==> config.mk <==
export PLATFORM = sky130hd
export DESIGN_NAME = regs_wb_ctrl
export DESIGN_NICKNAME = d
export VERILOG_FILES = /design/src/rtl/wb_pkg.sv /design/src/rtl/regs_scoreboard.sv /design/src/rtl/regs_wb_ctrl.sv
export SDC_FILE = /design/constraint.sdc
export NUM_CORES = 1
export LEC_CHECK = 0
export CORE_MARGIN = 1.5
export CORE_UTILIZATION = 41
export CTS_BUF_LIST = sky130_fd_sc_hd__clkbuf_8 sky130_fd_sc_hd__clkbuf_16
export DETAILED_ROUTE_END_ITERATION = 8
export PLACE_DENSITY = 0.82
export SLEW_MARGIN = 20
export SYNTH_ARGS = -nofsm -noshare
export SYNTH_HDL_FRONTEND = slang
export SYNTH_HIERARCHICAL = 1
export SYNTH_SLANG_ARGS = --single-unit
export TNS_END_PERCENT = 100
==> constraint.sdc <==
create_clock -name clk -period 3.9 [get_ports clk]
set_clock_uncertainty 0.15 [all_clocks]
set_input_delay 0.975 -clock clk [delete_from_list [all_inputs] [get_ports clk]]
set_output_delay 0.975 -clock clk [all_outputs]
set_load 0.05 [all_outputs]
==> src/rtl/wb_pkg.sv <==
// Shared types and widths for the register-file write-back path.
package wb_pkg;
  localparam int REG_ADDR_W         = 5;
  localparam int XLEN               = 32;
  localparam int STARVE_LIMIT_DFLT  = 4;

  typedef struct packed {
    logic                  valid;
    logic [REG_ADDR_W-1:0] waddr;
    logic [XLEN-1:0]       wdata;
  } wb_req_t;
endpackage

==> src/rtl/regs_scoreboard.sv <==
// Pending-write scoreboard: marks registers awaiting a multi-cycle result and
// raises a stall when ID touches one of them.
module regs_scoreboard
  import wb_pkg::*;
(
  input  logic                  clk,
  input  logic                  rst,
  input  logic                  i_set_en,
  input  logic [REG_ADDR_W-1:0] i_set_addr,
  input  logic                  i_clr_en,
  input  logic [REG_ADDR_W-1:0] i_clr_addr,
  input  logic [REG_ADDR_W-1:0] i_rs1,
  input  logic [REG_ADDR_W-1:0] i_rs2,
  input  logic [REG_ADDR_W-1:0] i_rd,
  input  logic                  i_rd_wen,
  output logic                  o_stall
);
  logic [31:1] r_pending;
  logic [31:0] w_set_mask, w_clr_mask, w_pend32;

  // Bit 0 of the masks is dropped, so x0 can never be marked.
  assign w_set_mask = i_set_en ? (32'd1 << i_set_addr) : 32'd0;
  assign w_clr_mask = i_clr_en ? (32'd1 << i_clr_addr) : 32'd0;

  always_ff @(posedge clk or negedge rst) begin
    if (!rst) r_pending <= '0;
    else      r_pending <= (r_pending & ~w_clr_mask[31:1]) | w_set_mask[31:1];
  end

  // x0 reads as never pending through the zero in bit 0.
  assign w_pend32 = {r_pending, 1'b0};
  assign o_stall  = w_pend32[i_rs1] | w_pend32[i_rs2] | (i_rd_wen & w_pend32[i_rd]);
endmodule

==> src/rtl/regs_wb_ctrl.sv <==
// Write-back controller: arbitrates the single register-file write port between
// EX and the multi-cycle unit, with starvation relief and an ID stall scoreboard.
module regs_wb_ctrl
  import wb_pkg::*;
#(
  parameter int STARVE_LIMIT = STARVE_LIMIT_DFLT
) (
  input  logic                  clk,
  input  logic                  rst,
  input  logic                  ex_valid_i,
  input  logic [REG_ADDR_W-1:0] ex_waddr_i,
  input  logic [XLEN-1:0]       ex_wdata_i,
  output logic                  ex_ready_o,
  input  logic                  mc_issue_i,
  input  logic [REG_ADDR_W-1:0] mc_issue_rd_i,
  input  logic                  mc_valid_i,
  input  logic [REG_ADDR_W-1:0] mc_waddr_i,
  input  logic [XLEN-1:0]       mc_wdata_i,
  output logic                  mc_ready_o,
  input  logic [REG_ADDR_W-1:0] rs1_raddr_i,
  input  logic [REG_ADDR_W-1:0] rs2_raddr_i,
  input  logic [REG_ADDR_W-1:0] id_rd_i,
  input  logic                  id_rd_wen_i,
  output logic                  stall_o,
  output logic [REG_ADDR_W-1:0] rd_waddr_o,
  output logic [XLEN-1:0]       rd_wdata_o,
  output logic                  rd_wen_o
);
  localparam int            CW    = $clog2(STARVE_LIMIT + 1);
  localparam logic [CW-1:0] LIMIT = CW'(STARVE_LIMIT);

  wb_req_t       w_ex, w_mc;
  logic [CW-1:0] r_starve_cnt;
  logic          w_starved, w_mc_gnt, w_ex_gnt, w_sb_stall;

  assign w_ex = '{valid: ex_valid_i, waddr: ex_waddr_i, wdata: ex_wdata_i};
  assign w_mc = '{valid: mc_valid_i, waddr: mc_waddr_i, wdata: mc_wdata_i};

  assign w_starved  = (r_starve_cnt == LIMIT);
  // EX has priority until MC has been refused STARVE_LIMIT cycles in a row.
  assign w_mc_gnt   = rst & w_mc.valid & (!w_ex.valid | w_starved);
  assign ex_ready_o = rst & !(w_mc.valid & w_starved);
  assign mc_ready_o = w_mc_gnt;
  assign w_ex_gnt   = w_ex.valid & ex_ready_o;

  always_comb begin
    rd_wen_o   = 1'b0;
    rd_waddr_o = '0;
    rd_wdata_o = '0;
    if (w_mc_gnt) begin
      rd_wen_o   = 1'b1;
      rd_waddr_o = w_mc.waddr;
      rd_wdata_o = w_mc.wdata;
    end else if (w_ex_gnt) begin
      rd_wen_o   = 1'b1;
      rd_waddr_o = w_ex.waddr;
      rd_wdata_o = w_ex.wdata;
    end
  end

  always_ff @(posedge clk or negedge rst) begin
    if (!rst)                       r_starve_cnt <= '0;
    else if (!w_mc.valid || w_mc_gnt) r_starve_cnt <= '0;
    else if (!w_starved)            r_starve_cnt <= r_starve_cnt + 1'b1;
  end

  regs_scoreboard u_sb (
    .clk        (clk),
    .rst        (rst),
    .i_set_en   (mc_issue_i),
    .i_set_addr (mc_issue_rd_i),
    .i_clr_en   (w_mc_gnt),
    .i_clr_addr (w_mc.waddr),
    .i_rs1      (rs1_raddr_i),
    .i_rs2      (rs2_raddr_i),
    .i_rd       (id_rd_i),
    .i_rd_wen   (id_rd_wen_i),
    .o_stall    (w_sb_stall)
  );

  assign stall_o = rst & w_sb_stall;
endmodule

==> flow_summary.ini <==
[outcome]
status = completed

[drt]
routedWlPerCell_um = 21.8
ant_nets = 0
drc_errors = 0
avgViaCountPerCell = 6.32
num_vias = 3105
routed_wl_um = 10700
drt_iter0_drc = 227
drt_first_pass_iters = 5

[cts]
cts_sinks = 34
tritoncts = done
ctsHoldBuffers = 0
root_buffer = clkbuf_8
htree_levels = 2
numCtsBuffers = 5
clk_pin_slew_ns = 0.06
ctsLongestPathBuffers = 2
clkLatencyLatePin_ns = 0.29

[logic_synthesis]
ys_ff_latch = 34
synth_fp_nets = 370
synth_cell_types = 41
synth_common_cells = o21ai_0, a22o_1, dfrtp_1, mux4_2, nand2_1
synth_area_leaders = dfrtp_1, mux4_2, a22o_1, o21ai_0, mux2i_1
ys_warn_count = 6
synthArstFlopShare_pct = 100
synth_top_area_cell = dfrtp_1
synth-edff-count = 0
synth_seq_area_share_pct = 31.1
yosysTopAreaCellShare_pct = 31.1
synth_most_common_cell = o21ai_0
syn-cell-area_um2 = 2740
synth_ff_type = dfrtp_1
syn_avg_cell_area_um2 = 10.2
synthCells = 268

[final_layout]
syn_to_final_growth_pct = 74.2
drive_gt1_share_pct = 24.9
diodes = 0
fin_util_pct = 74.6
nets = 515

[grt]
grt_pass1_vias = 3177
gr-total-overflow = 0
grt_antenna_before_repair = 0
grt_usage_pct = 30.3
grt_max_degree = 38
grt_pass1_wl_um = 16600

[critical_path]
arrival_ns = 2.74
critPathKind = in2out
crit_slowest_cell = mux4_2
max_stage_delay_ns = 0.52
end_kind = output port
worstPathRequired_ns = 2.77
crit_path_cell_trace = clkdlybuf4s15_1, mux4_2, mux4_2, mux2i_1, nand3_1, and2_1, buf_6
worst-path-max-fanout = 2
cp_common_cell = mux4_2
crit_path_start_kind = input port

[timing]
fmax_mhz = 258
hold_viol_final = 0
grt_setup_unrepaired = no
setup_violations = 0
slew_headroom_pct = 71.9
tns_ns = 0
slew_violations = 0
min_period_ns = 3.87
worst_pin_slew_ns = 0.421
post-route-period-util_pct = 99.2

[pwr]
vdd.ir_drop.worst_uv = 194
power_density_nw_per_um2 = 320
power_mw = 1.52
leakagePower_nw = 1.86

[floorplan]
core_region_area_um2 = 6390
die_y_um = 84.7
io-pin-count = 141
die-area_um2 = 7170
start_util_pct = 42.8
rows = 29
die_w_um = 84.7

[run]
cap_violations = 0

[hold_path]
hold_path_class = reg2reg

[placement]
portBuffers = 140
gpl.final_weighted_congestion = 0.972
hpwlAfterDp_um = 8640
==> flip-flops by register name (all words and copies together) (netlist names) <==
signal,flops
u_sb/r_pending,31
r_starve_cnt,3
==> cell usage in the layout (no fill, tap or decap), types with 2 or more instances in the layout <==
| master | count |
|---|---|
| mux2_2 | 4 |
| buf_4 | 6 |
| nand4b_1 | 3 |
| and2_1 | 2 |
| nand4_1 | 2 |
| buf_12 | 44 |
| mux2i_1 | 6 |
| o21ai_0 | 63 |
| clkdlybuf4s50_1 | 93 |
| clkbuf_2 | 2 |
| or2_2 | 7 |
| a22o_1 | 37 |
| nor3_1 | 2 |
| clkbuf_8 | 8 |
| mux4_2 | 22 |
| buf_2 | 2 |
| a22oi_1 | 2 |
| ha_1 | 2 |
| dfrtp_1 | 34 |
| nand2b_1 | 9 |
| o22ai_1 | 2 |
| inv_1 | 5 |
| nor2_1 | 5 |
| clkdlybuf4s15_1 | 2 |
| nand2_1 | 15 |
| nand3b_1 | 4 |
| nand3_1 | 8 |
| buf_6 | 3 |
| nor2b_1 | 4 |
==> where the power goes <==
part           internal (mW)  switching, mW
registers              0.433          0.109
logic                  0.379          0.299
clock network          0.178          0.127
==> final cells by class <==
type                       instances  area, um2
timing repair buffer             153       1940
fill                             417       1620
inverter                           6       22.5
clock buffer                       8        110
multi-input combinational        213       1750
sequential                        34        851
tap                               77       96.3
==> kinds of logic after synthesis <==
family / after synthesis / synth area share [%]
buf+inv: 21 / 5.40
mux: 32 / 21.9
fa+ha+maj: 2 / 0.914
flops: 34 / 31.1
simple gates: 66 / 13.8
compound gates: 113 / 26.8
==> what timing repair did <==
action	in CTS	in global routing
gates resized for setup	12	8
pin swaps	0	1
buffers inserted	2	0
setup endpoints to repair	1	1
gates cloned	1	0
==> worst paths after layout <==
| kind | from | to | slack (ns) | cells after the start |
|---|---|---|---|---|
| worst max-delay path | rs2_raddr_i[1] | stall_o | 0.03 | 7 |
| worst min-delay path | r_starve_cnt[1] | r_starve_cnt[1] | 0.42 | 2 |
| worst max register to register | r_starve_cnt[0] | u_sb/r_pending[2] | 1.15 | 9 |
| worst min register to register | r_starve_cnt[1] | r_starve_cnt[1] | 0.42 | 2 |
| max in group asynchronous | rst | u_sb/r_pending[7] | 2.10 | 2 |
| min in group asynchronous | rst | u_sb/r_pending[31] | 1.20 | 2 |
==> worst max-delay path: cells and delay by family <==
family | cells | cell delay (ns)
simple gates | 2 | 0.23
buf+inv | 2 | 0.40
mux | 3 | 1.14
==> stage by stage <==
| step | cells | area [um2] | hold WS, ns | setup WS [ns] |
|---|---|---|---|---|
| after global routing | 491 | 4770 | 0.473 | 0.00768 |
| after CTS | 491 | 4770 | 0.419 | 0.0101 |
| after floorplan | 268 | 2740 | 0.348 | 0.102 |
| final | 491 | 4770 | 0.421 | 0.0301 |
| after detailed placement | 480 | 4640 | 0.409 | -0.381 |
| after global placement | 480 | 4640 | 0.394 | -0.356 |
==> layer usage <==
metal | global-route usage (%) | vias up | share of wire (%)
met2 | 53.9 | 228 | 52
met5 | 0 | - | 0
li1 | - | 1352 | -
met4 | 15.2 | 0 | 5.0
met1 | 32.1 | 1480 | 32
met3 | 9.83 | 45 | 11
Power figures use the tool's default switching activity.
